--- src/rtl/adc_frame_writer.sv ---
// ADC frame packer: channel mask + decimation, two 16-bit samples per 32-bit word, ping-pong RAM ring.
// Optional ADC_FRAME_HDR_EN macro prepends a {16'hA5A5, seq} header word to every frame.
module adc_frame_writer #(
    parameter int unsigned CH_NUM  = 8,
    parameter int unsigned SMP_W   = 16,
    parameter int unsigned ADDR_W  = 14,
    parameter int unsigned DECIM_W = 8
) (
    input  logic                      sys_clk,
    input  logic                      rst,
    input  logic                      enable,
    input  logic [DECIM_W-1:0]        decim,
    input  logic [CH_NUM-1:0]         ch_mask,
    input  logic                      frame_valid,
    input  logic [CH_NUM*SMP_W-1:0]   frame_data,
    input  logic [1:0]                half_ack,
    output logic                      mem_wr_en,
    output logic [ADDR_W-1:0]         mem_wr_addr,
    output logic [31:0]               mem_wr_data,
    output logic [1:0]                half_ready,
    output logic                      overflow,
    output logic [15:0]               frame_cnt,
    output logic                      busy
);

    localparam int unsigned NWORD = (CH_NUM + 1) / 2;
    localparam int unsigned CW    = NWORD * 32;
    localparam int unsigned IDX_W = $clog2(NWORD + 2);
    localparam int unsigned CNT_W = $clog2(CH_NUM + 1);
`ifdef ADC_FRAME_HDR_EN
    localparam int unsigned HDR_WORDS = 1;
    typedef enum logic [1:0] {IDLE = 2'd0, HDR = 2'd1, DATA = 2'd2} state_t;
`else
    localparam int unsigned HDR_WORDS = 0;
    typedef enum logic [1:0] {IDLE = 2'd0, DATA = 2'd2} state_t;
`endif

    state_t              state, state_nxt;
    logic [IDX_W-1:0]    idx, idx_nxt;
    logic [CW-1:0]       comp_q, comp_nxt, comp_c;
    logic [IDX_W-1:0]    ndata_q, ndata_nxt, ndata_c, words_c;
    logic [CNT_W-1:0]    pop_c;
    logic [ADDR_W-1:0]   wr_ptr, ptr_nxt, end_addr_c;
    logic [DECIM_W-1:0]  dec_cnt, dec_nxt, decim_q, decim_nxt;
    logic                en_q, en_rise_c;
    logic                ovf_nxt, wr_en_nxt, busy_nxt;
    logic [1:0]          hr_nxt;
    logic [15:0]         fcnt_nxt;
    logic [ADDR_W-1:0]   wr_addr_nxt;
    logic [31:0]         wr_data_nxt, word_c;
`ifdef ADC_FRAME_HDR_EN
    logic [15:0]         seq, seq_nxt;
`endif

    assign en_rise_c = enable & ~en_q;

    // Compact selected channels in ascending order, zero-extended to 16 bits
    always_comb begin
        int unsigned j;
        comp_c = '0;
        j      = 0;
        for (int i = 0; i < CH_NUM; i++) begin
            if (ch_mask[i]) begin
                comp_c[j*16 +: 16] = 16'(frame_data[i*SMP_W +: SMP_W]);
                j = j + 1;
            end
        end
        pop_c      = CNT_W'(j);
        ndata_c    = IDX_W'((j + 1) / 2);
        words_c    = ndata_c + IDX_W'(HDR_WORDS);
        end_addr_c = wr_ptr + ADDR_W'(words_c) - ADDR_W'(1);
        word_c     = comp_q[int'(idx)*32 +: 32];
    end

    // Next-state and registered-output logic
    always_comb begin
        state_nxt   = state;
        idx_nxt     = idx;
        comp_nxt    = comp_q;
        ndata_nxt   = ndata_q;
        ptr_nxt     = wr_ptr;
        dec_nxt     = dec_cnt;
        decim_nxt   = decim_q;
        ovf_nxt     = overflow;
        fcnt_nxt    = frame_cnt;
        wr_en_nxt   = 1'b0;
        wr_addr_nxt = mem_wr_addr;
        wr_data_nxt = mem_wr_data;
`ifdef ADC_FRAME_HDR_EN
        seq_nxt     = seq;
`endif
        // Half flags: set by a write to the last word of a half, which beats a same-cycle ack
        hr_nxt = half_ready & ~half_ack;
        if (mem_wr_en && (&mem_wr_addr[ADDR_W-2:0])) begin
            hr_nxt[mem_wr_addr[ADDR_W-1]] = 1'b1;
        end

        case (state)
            IDLE: begin
                if (enable && !en_rise_c && frame_valid) begin
                    dec_nxt = (dec_cnt == decim_q) ? '0 : dec_cnt + DECIM_W'(1);
                    if (dec_cnt == '0 && pop_c != '0) begin
                        if (half_ready[wr_ptr[ADDR_W-1]] || half_ready[end_addr_c[ADDR_W-1]]) begin
                            ovf_nxt = 1'b1;
                        end else begin
                            comp_nxt    = comp_c;
                            ndata_nxt   = ndata_c;
                            wr_en_nxt   = 1'b1;
                            wr_addr_nxt = wr_ptr;
                            ptr_nxt     = wr_ptr + ADDR_W'(1);
`ifdef ADC_FRAME_HDR_EN
                            wr_data_nxt = {16'hA5A5, seq};
                            idx_nxt     = '0;
                            state_nxt   = HDR;
`else
                            wr_data_nxt = comp_c[31:0];
                            idx_nxt     = IDX_W'(1);
                            state_nxt   = DATA;
`endif
                        end
                    end
                end
            end
`ifdef ADC_FRAME_HDR_EN
            HDR: begin
                if (frame_valid) ovf_nxt = 1'b1;
                wr_en_nxt   = 1'b1;
                wr_addr_nxt = wr_ptr;
                wr_data_nxt = word_c;
                ptr_nxt     = wr_ptr + ADDR_W'(1);
                idx_nxt     = idx + IDX_W'(1);
                state_nxt   = DATA;
            end
`endif
            DATA: begin
                if (frame_valid) ovf_nxt = 1'b1;
                if (idx < ndata_q) begin
                    wr_en_nxt   = 1'b1;
                    wr_addr_nxt = wr_ptr;
                    wr_data_nxt = word_c;
                    ptr_nxt     = wr_ptr + ADDR_W'(1);
                    idx_nxt     = idx + IDX_W'(1);
                end else begin
                    fcnt_nxt  = frame_cnt + 16'd1;
`ifdef ADC_FRAME_HDR_EN
                    seq_nxt   = seq + 16'd1;
`endif
                    state_nxt = IDLE;
                end
            end
            default: state_nxt = IDLE;
        endcase

        // Enable rise restarts the ring and latches the decimation ratio
        if (en_rise_c) begin
            ptr_nxt   = '0;
            dec_nxt   = '0;
            ovf_nxt   = 1'b0;
            hr_nxt    = 2'b00;
            decim_nxt = decim;
`ifdef ADC_FRAME_HDR_EN
            seq_nxt   = '0;
`endif
        end
        busy_nxt = (state_nxt != IDLE);
    end

    always_ff @(posedge sys_clk or posedge rst) begin
        if (rst) begin
            state       <= IDLE;
            idx         <= '0;
            comp_q      <= '0;
            ndata_q     <= '0;
            wr_ptr      <= '0;
            dec_cnt     <= '0;
            decim_q     <= '0;
            en_q        <= 1'b0;
            overflow    <= 1'b0;
            half_ready  <= 2'b00;
            frame_cnt   <= '0;
            busy        <= 1'b0;
            mem_wr_en   <= 1'b0;
            mem_wr_addr <= '0;
            mem_wr_data <= '0;
`ifdef ADC_FRAME_HDR_EN
            seq         <= '0;
`endif
        end else begin
            state       <= state_nxt;
            idx         <= idx_nxt;
            comp_q      <= comp_nxt;
            ndata_q     <= ndata_nxt;
            wr_ptr      <= ptr_nxt;
            dec_cnt     <= dec_nxt;
            decim_q     <= decim_nxt;
            en_q        <= enable;
            overflow    <= ovf_nxt;
            half_ready  <= hr_nxt;
            frame_cnt   <= fcnt_nxt;
            busy        <= busy_nxt;
            mem_wr_en   <= wr_en_nxt;
            mem_wr_addr <= wr_addr_nxt;
            mem_wr_data <= wr_data_nxt;
`ifdef ADC_FRAME_HDR_EN
            seq         <= seq_nxt;
`endif
        end
    end

endmodule

--- config.mk ---
export PLATFORM = sky130hd
export DESIGN_NAME = adc_frame_writer
export DESIGN_NICKNAME = d
export VERILOG_FILES = /design/src/rtl/adc_frame_writer.sv
export SDC_FILE = /design/constraint.sdc
export NUM_CORES = 1
export LEC_CHECK = 0
export CAP_MARGIN = 20
export CORE_MARGIN = 5
export CORE_UTILIZATION = 30
export CTS_CLUSTER_SIZE = 28
export DETAILED_ROUTE_END_ITERATION = 16
export SLEW_MARGIN = 15
export SYNTH_ARGS = -nofsm -noshare
export SYNTH_HDL_FRONTEND = slang
export SYNTH_SLANG_ARGS = --single-unit
--- constraint.sdc ---
create_clock -name sys_clk -period 8.7 [get_ports sys_clk]
set_clock_uncertainty 0.05 [all_clocks]
set_input_delay 0.87 -clock sys_clk [delete_from_list [all_inputs] [get_ports sys_clk]]
set_output_delay 0.87 -clock sys_clk [all_outputs]
set_load 0.01 [all_outputs]
### Word level (Yosys, flattened, before mapping)

Cells that the tools add are included.

| cells by class | value |
|---|---|
| $add $sub $neg | 21 |
| multiply operators | 0 |
| div/mod/pow operators | 0 |
| $lt $le $gt $ge | 5 |
| eq/ne operators | 12 |
| shift operators | 15 |
| mux-type cells | 72 |
| bitwise operators | 7 |
| reductions and logical operators | 22 |

Operator list:

| operator | count |
|---|---|
| bitwise mux 128 bit | 7 |
| two-way mux 128 bit | 7 |
| variable shift 16 x 34 -> 128 bit (first input constant) | 7 |
| variable part select 16 x 34 -> 128 bit | 7 |
| negation 32 -> 34 bit | 7 |
| two-way mux 28 bit | 6 |
| adder 28 x 1 -> 28 bit (second input constant) | 5 |
| two-way mux 32 bit | 4 |
| variable part select 128 x 9 -> 32 bit | 1 |
| two-way mux 14 bit | 9 |
| one-hot mux 32 bit (2 select lines) | 1 |
| one-hot mux 14 bit (2 select lines) | 2 |
| two-way mux 8 bit | 4 |
| != test 3 bit (second input constant) | 6 |
| adder 16 x 1 -> 16 bit (second input constant) | 1 |
| two-way mux 16 bit | 1 |
| two-way mux 1 bit | 15 |
| AND reduction 5 bit | 3 |
| adder 14 x 1 -> 14 bit (second input constant) | 1 |
| adder 14 x 3 -> 14 bit | 1 |
| subtractor 14 x 1 -> 14 bit (second input constant) | 1 |
| AND reduction 13 bit | 1 |
| two-way mux 2 bit | 6 |
| two-way mux 3 bit | 4 |
| other kinds (30) | 47 |

| storage, ports and cells | value |
|---|---|
| register bits after elaboration | 234 |
| bits in latches | 0 |
| memory bits (writable) | 0 |
| bits in read-only memories | 0 |
| output and inout bits | 67 |
| word-level logic and storage cells | 169 |
| memories | 0 |

### Logic depth before layout (Yosys ltp)

Gate-level depths: netlist of the first run.

| depth | value |
|---|---|
| depth in word-level cells | 26 |
| depth in mapped cells | 39 |
| gate-level depth less buffers | 38 |

### Worst setup path before layout of the first run

OpenSTA, ideal clock, no wires.

| timing | value |
|---|---|
| path type | in2reg |
| start point | in ch_mask[0] |
| end point | reg wr_ptr[12] |
| data arrival time | 8.617 ns |
| path slack | -0.045 ns |
| cell stages on the path | 38 |
| buffers on the path | 2 |
| cells stage by stage | clkbuf_1 inv_1 fa_1 buf_2 inv_1 ha_1 nand2_1 o31a_1 ha_1 nand2b_1 nand2_1 nor2_1 ha_1 nand2_1 o21ai_0 ha_1 nand2b_1 nand2_1 [... 2 more ...] nand2_1 nor3_1 nor4_1 o21ai_0 xnor2_1 ha_1 inv_1 ha_1 nand2b_1 o21bai_1 a211o_1 a211oi_1 a211oi_1 or3_1 a31oi_1 a41oi_1 or4b_2 a21oi_1 |

| between the ends | value |
|---|---|
| longest elaborated chain between the ends | 23 |

RTL lines:

| element | RTL line | text |
|---|---|---|
| start: declaration | 13 | `input logic [CH_NUM-1:0] ch_mask,` |
| two-way mux 1 bit * | 63 | `if (ch_mask[i]) begin` |
| adder 1 x 1 -> 2 bit | 65 | `j = j + 1;` |
| two-way mux 28 bit * | 63 |  |
| adder 28 x 1 -> 28 bit | 65 |  |
| two-way mux 28 bit * | 63 |  |
| adder 28 x 1 -> 28 bit | 65 |  |
| two-way mux 28 bit * | 63 |  |
| adder 28 x 1 -> 28 bit | 65 |  |
| [... 6 more ...] | -- |  |
| two-way mux 4 bit * | 63 |  |
| adder 4 x 1 -> 4 bit | 69 | `ndata_c = IDX_W'((j + 1) / 2);` |
| adder 14 x 3 -> 14 bit | 71 | `end_addr_c = wr_ptr + ADDR_W'(words_c) - ADDR_W'(1);` |
| subtractor 14 x 1 -> 14 bit | 71 |  |
| two-way mux 1 bit (not written as such) (2 in a row) | 103 | `if (half_ready[wr_ptr[ADDR_W-1]] \|\| half_ready[end_addr_c[ADDR_W-1]]) begin` |
| logical OR 1 bit | 103 |  |
| != test 3 bit (no line) | -- |  |
| AND reduction 5 bit (no line) * | -- |  |
| end signal: assignment | 193 | `wr_ptr <= ptr_nxt;` |
| end: declaration | 43 | `logic [ADDR_W-1:0] wr_ptr, ptr_nxt, end_addr_c;` |

Mark *: on every way between the ends. The rest lies on a longest branch, timed or not. The select of a mux whose other input is x is not followed.
A chain may end at the register's enable or synchronous reset.

### Worst setup path after layout of the first run

| timing | value |
|---|---|
| start point | in ch_mask[0] |
| end point | reg wr_ptr[13] |

The elaborated chain is that of the path after synthesis.

==> summary.md, run 1 <==
| Metric | Value |
|---|---|
| Endpoint type of the worst setup path | `flip-flop` |
| Share of cells above drive strength 1 | `8.78%` |
| Die width | `approximately 270 µm` |
| Synthesized instance count | `2556` |
| # DRC | `0` |
| Buffers plus inverters on the worst setup path | `5` |
| CTS root buf | `clkbuf_16` |
| Crit-path slowest cell | `fa_1` |
| Initial core utilization | `30.4%` |
| Post-route cell area | `24000 µm²` |
| Top-level I/O count | `217` |
| Worst Hold Class | `reg2reg` |
| Crit path DAT | `approximately 8.5 ns` |
| Final Hold Viols | `0` |
| Slew at the pin closest to its max-slew limit | `between 1 and 1.5 ns` |
| R2R setup slack | `5.02 ns` |
| WS Path Type | `in2reg` |
| Tmin final | `8.15 ns` |
| Final ANT Viol Nets | `0` |
| CP max FO | `5` |
| GPL Wtd Cong | `0.977` |
| Initial antenna violation count | `4` |
| Largest net degree at the start of global routing | `99` |
| Status | `complete, no violations` |
| R2R depth | `14` |
| Relative slew margins | `25.1%` |
| Max-Cap Viols | `0` |
| Yosys warns | `0` |
| Hold path start | `frame_cnt[15]$_DFFE_PP0P_` |
| FF-to-FF Start | `wr_ptr[2]$_DFFE_PP0P_` |
| F_max | `123 MHz` |
| Placed inst area | `23100 µm²` |
| Synth Cell Area | `20100 µm²` |
| Hold_ws | `0.424 ns` |
| Area Overhead vs Synth | `19.3%` |
| Crit path launch | `ch_mask[0]` |
| Die Span Y | `269 µm` |
| Tcrit/Tclk final | `93.7%` |
| Via Count | `20554` |
| Setup tns final | `0 ns` |
| Most frequent CP cell | `ha_1` |
| Max Slew Vio Count | `0` |
| Final WL | `82.8 mm` |
| Critical Path End | `wr_ptr[13]$_DFFE_PP0P_` |
| EDFF count, synth | `0` |
| CP delay by family, top | `adder cells` |
| Number of port buffers | `216` |
| Skew-Pair Late Insertion Delay | `about 0.54 ns` |
| Worst ir drop on vdd | `0.000104 V` |
| R2R Path End | `wr_ptr[13]$_DFFE_PP0P_` |
| Hold buffer count at cts | `0` |
| Pwr/cell area | `about 210 nW/µm²` |
| #FFs+latches synth | `234` |
| Total power | `5.01 mW` |
| Post-synthesis sequential area ratio | `29.2%` |
| CTS clk-pin slew, worst paths | `0.07 ns` |
| Leak pwr | `9.71 nW` |
| Total track usage | `21.9%` |
| Row count | `94` |
| Global-route wire length before repair | `124 mm` |
| Dpl hpwl | `around 64 mm` |
| Vias in the first global route | `19095` |
| Uppermost routed layer | `met5` |
| WP data required | `just over 9 ns` |
| Vias/cell | `5.86` |
| Met3 WL post-DR | `8.18 mm` |
| Met1 WL | `around 37 mm` |
| Sink Count | `234` |
| Violation count after the first detailed-route iteration | `approximately 2600` |
| Htree depth | `1` |
| GRT overflow | `0` |
| Slowest Stage Delay on Critical Path | `0.58 ns` |
| Ys async rst share | `between 90% and 100%` |
| Finish-stage setup viols | `0` |
| Max clock buf depth | `3` |
| Post-Route Utilization | `36.2%` |
| Setup bufs post-CTS | `0` |
| Die area | `between 70000 and 80000 µm²` |
| Crit start category | `primary input` |
| Final nets | `2833` |
| Top_reg_cell synth | `dfrtp_1` |
| Met2 WL post-DR | `35.1 mm` |
| Drt pass-1 iters | `6` |
| CTS Buf Count | `25` |
| CTS tree | `yes` |
| DR WL/cell | `between 20 and 25 µm` |
| Syn avg cell area | `7.86 µm²` |
| CP Depth | `37` |
| Post-synth cell types | `87` |
| Core area | `66100 µm²` |
## repair_timing
action                                  4_1_cts  5_1_grt
gates resized for setup                       0        2
hold endpoints to repair                      0        0
endpoints found under the setup margin        0        5
## sequential cells by signal, indices dropped and copies added, names as in the netlist
register and cells:
ndata_q 3, state 2, idx 3, overflow 1
en_q 1, mem_wr_en 1, frame_cnt 16, mem_wr_data 32
mem_wr_addr 14, wr_ptr 14, busy 1, decim_q 8
dec_cnt 8, half_ready 2, comp_q 128
## logic make-up after synthesis
group	Yosys count	synth area share, %
compound gates	872	28.0
xor+xnor	53	2.88
fa+ha+maj	57	3.59
buf+inv	316	6.42
flops	234	29.2
mux	139	9.05
other cells	2	0.0374
simple gates	883	20.9
## placed cells by master (no fill, tap or decap), drive strengths merged, types with 10 or more instances in the layout
cell and count:
nand2 299, a21boi 17, a211oi 69, a311oi 20
and3 65, nand2b 37, clkdlybuf4s50 216, nor3 68
nor2b 27, o31ai 22, a32oi 16, mux2i 86
a22o 10, a21oi 221, nand4 17, o211ai 64
a221oi 15, o21a 30, xnor2 42, and2 16
buf 90, a2bb2oi 13, inv 53, o21ai 169
mux4 32, a31oi 96, nor4 10, nor2 214
a22oi 53, mux2 21, nand3 81, clkbuf 35
dfrtp 234, a21o 17, ha 56
## where the power goes
part	switching, mW	internal (mW)	total [mW]
Sequential	0.226	1.40	1.62
Clock	0.454	0.584	1.04
Combinational	1.38	0.968	2.34
## metal layers
metal | vias to the layer above | track usage [%]
li1 | 9521 | -
met1 | 9778 | 32.4
met2 | 1108 | 33.2
met3 | 143 | 3.74
met4 | 4 | 6.00
met5 | - | 0
## synth_stat cells, drive strengths merged, types with 20 or more instances
master  count  area, µm²
dfrtp     234       5860
mux2i      86        861
o211ai     64        480
a21oi     221       1110
nor2      214        816
nor2b      27        169
inv        52        195
a22oi      53        398
a211oi     69        518
xnor2      42        398
o31ai      22        165
o21ai     169        846
a311oi     20        175
ha         56        701
a31oi      96        601
clkbuf    210        795
mux4       32        721
o21a       30        225
buf        54        299
and3       65        408
nand2     299       1120
nand3      81        405
nand2b     37        231
mux2       21        236
nor3       68        345
## worst min-delay path by stage
stage / to / slack, ns / cells past startpoint
2_1_floorplan: ndata_q[0]$_DFFE_PP0P_ / 0.39 / 2
3_3_place_gp: comp_q[107]$_DFFE_PP0P_ / 0.41 / 2
3_5_place_dp: frame_cnt[15]$_DFFE_PP0P_ / 0.41 / 1
4_1_cts: frame_cnt[15]$_DFFE_PP0P_ / 0.42 / 1
5_1_grt: frame_cnt[15]$_DFFE_PP0P_ / 0.43 / 1
6_report: frame_cnt[15]$_DFFE_PP0P_ / 0.42 / 1
## final cells by class
cell class	instances	area, µm²
timing repair buffer	306	2960
antenna	3	7.51
sequential	234	5860
tap	864	1080
multi-input combinational	2007	13100
inverter	52	203
clock buffer	35	693
clock inverter	8	76.3
fill	6876	42100
## stage by stage
stage / setup slack (ns) / instances
2_1_floorplan: 0.111 / 2557
3_3_place_gp: 0.0938 / 3459
3_5_place_dp: -0.0205 / 3460
4_1_cts: 0.505 / 3503
5_1_grt: -0.00280 / 3506
6_report: 0.552 / 3509
Note: power is estimated with default switching activity, not from simulation.
==> run 2: changes to the inputs <==
--- a/constraint.sdc
+++ b/constraint.sdc
@@ -3,3 +3,3 @@
 set_input_delay 0.87 -clock sys_clk [delete_from_list [all_inputs] [get_ports sys_clk]]
 set_output_delay 0.87 -clock sys_clk [all_outputs]
-set_load 0.01 [all_outputs]
+set_load 0.005 [all_outputs]
==> results of run 2 <==
The final DEF is identical to that of run 1. Status: complete, no violations.
Main changes from that run: total power 5.01 mW -> 4.97 mW; worst IR drop on VDD 0.000104 V -> 0.000103 V
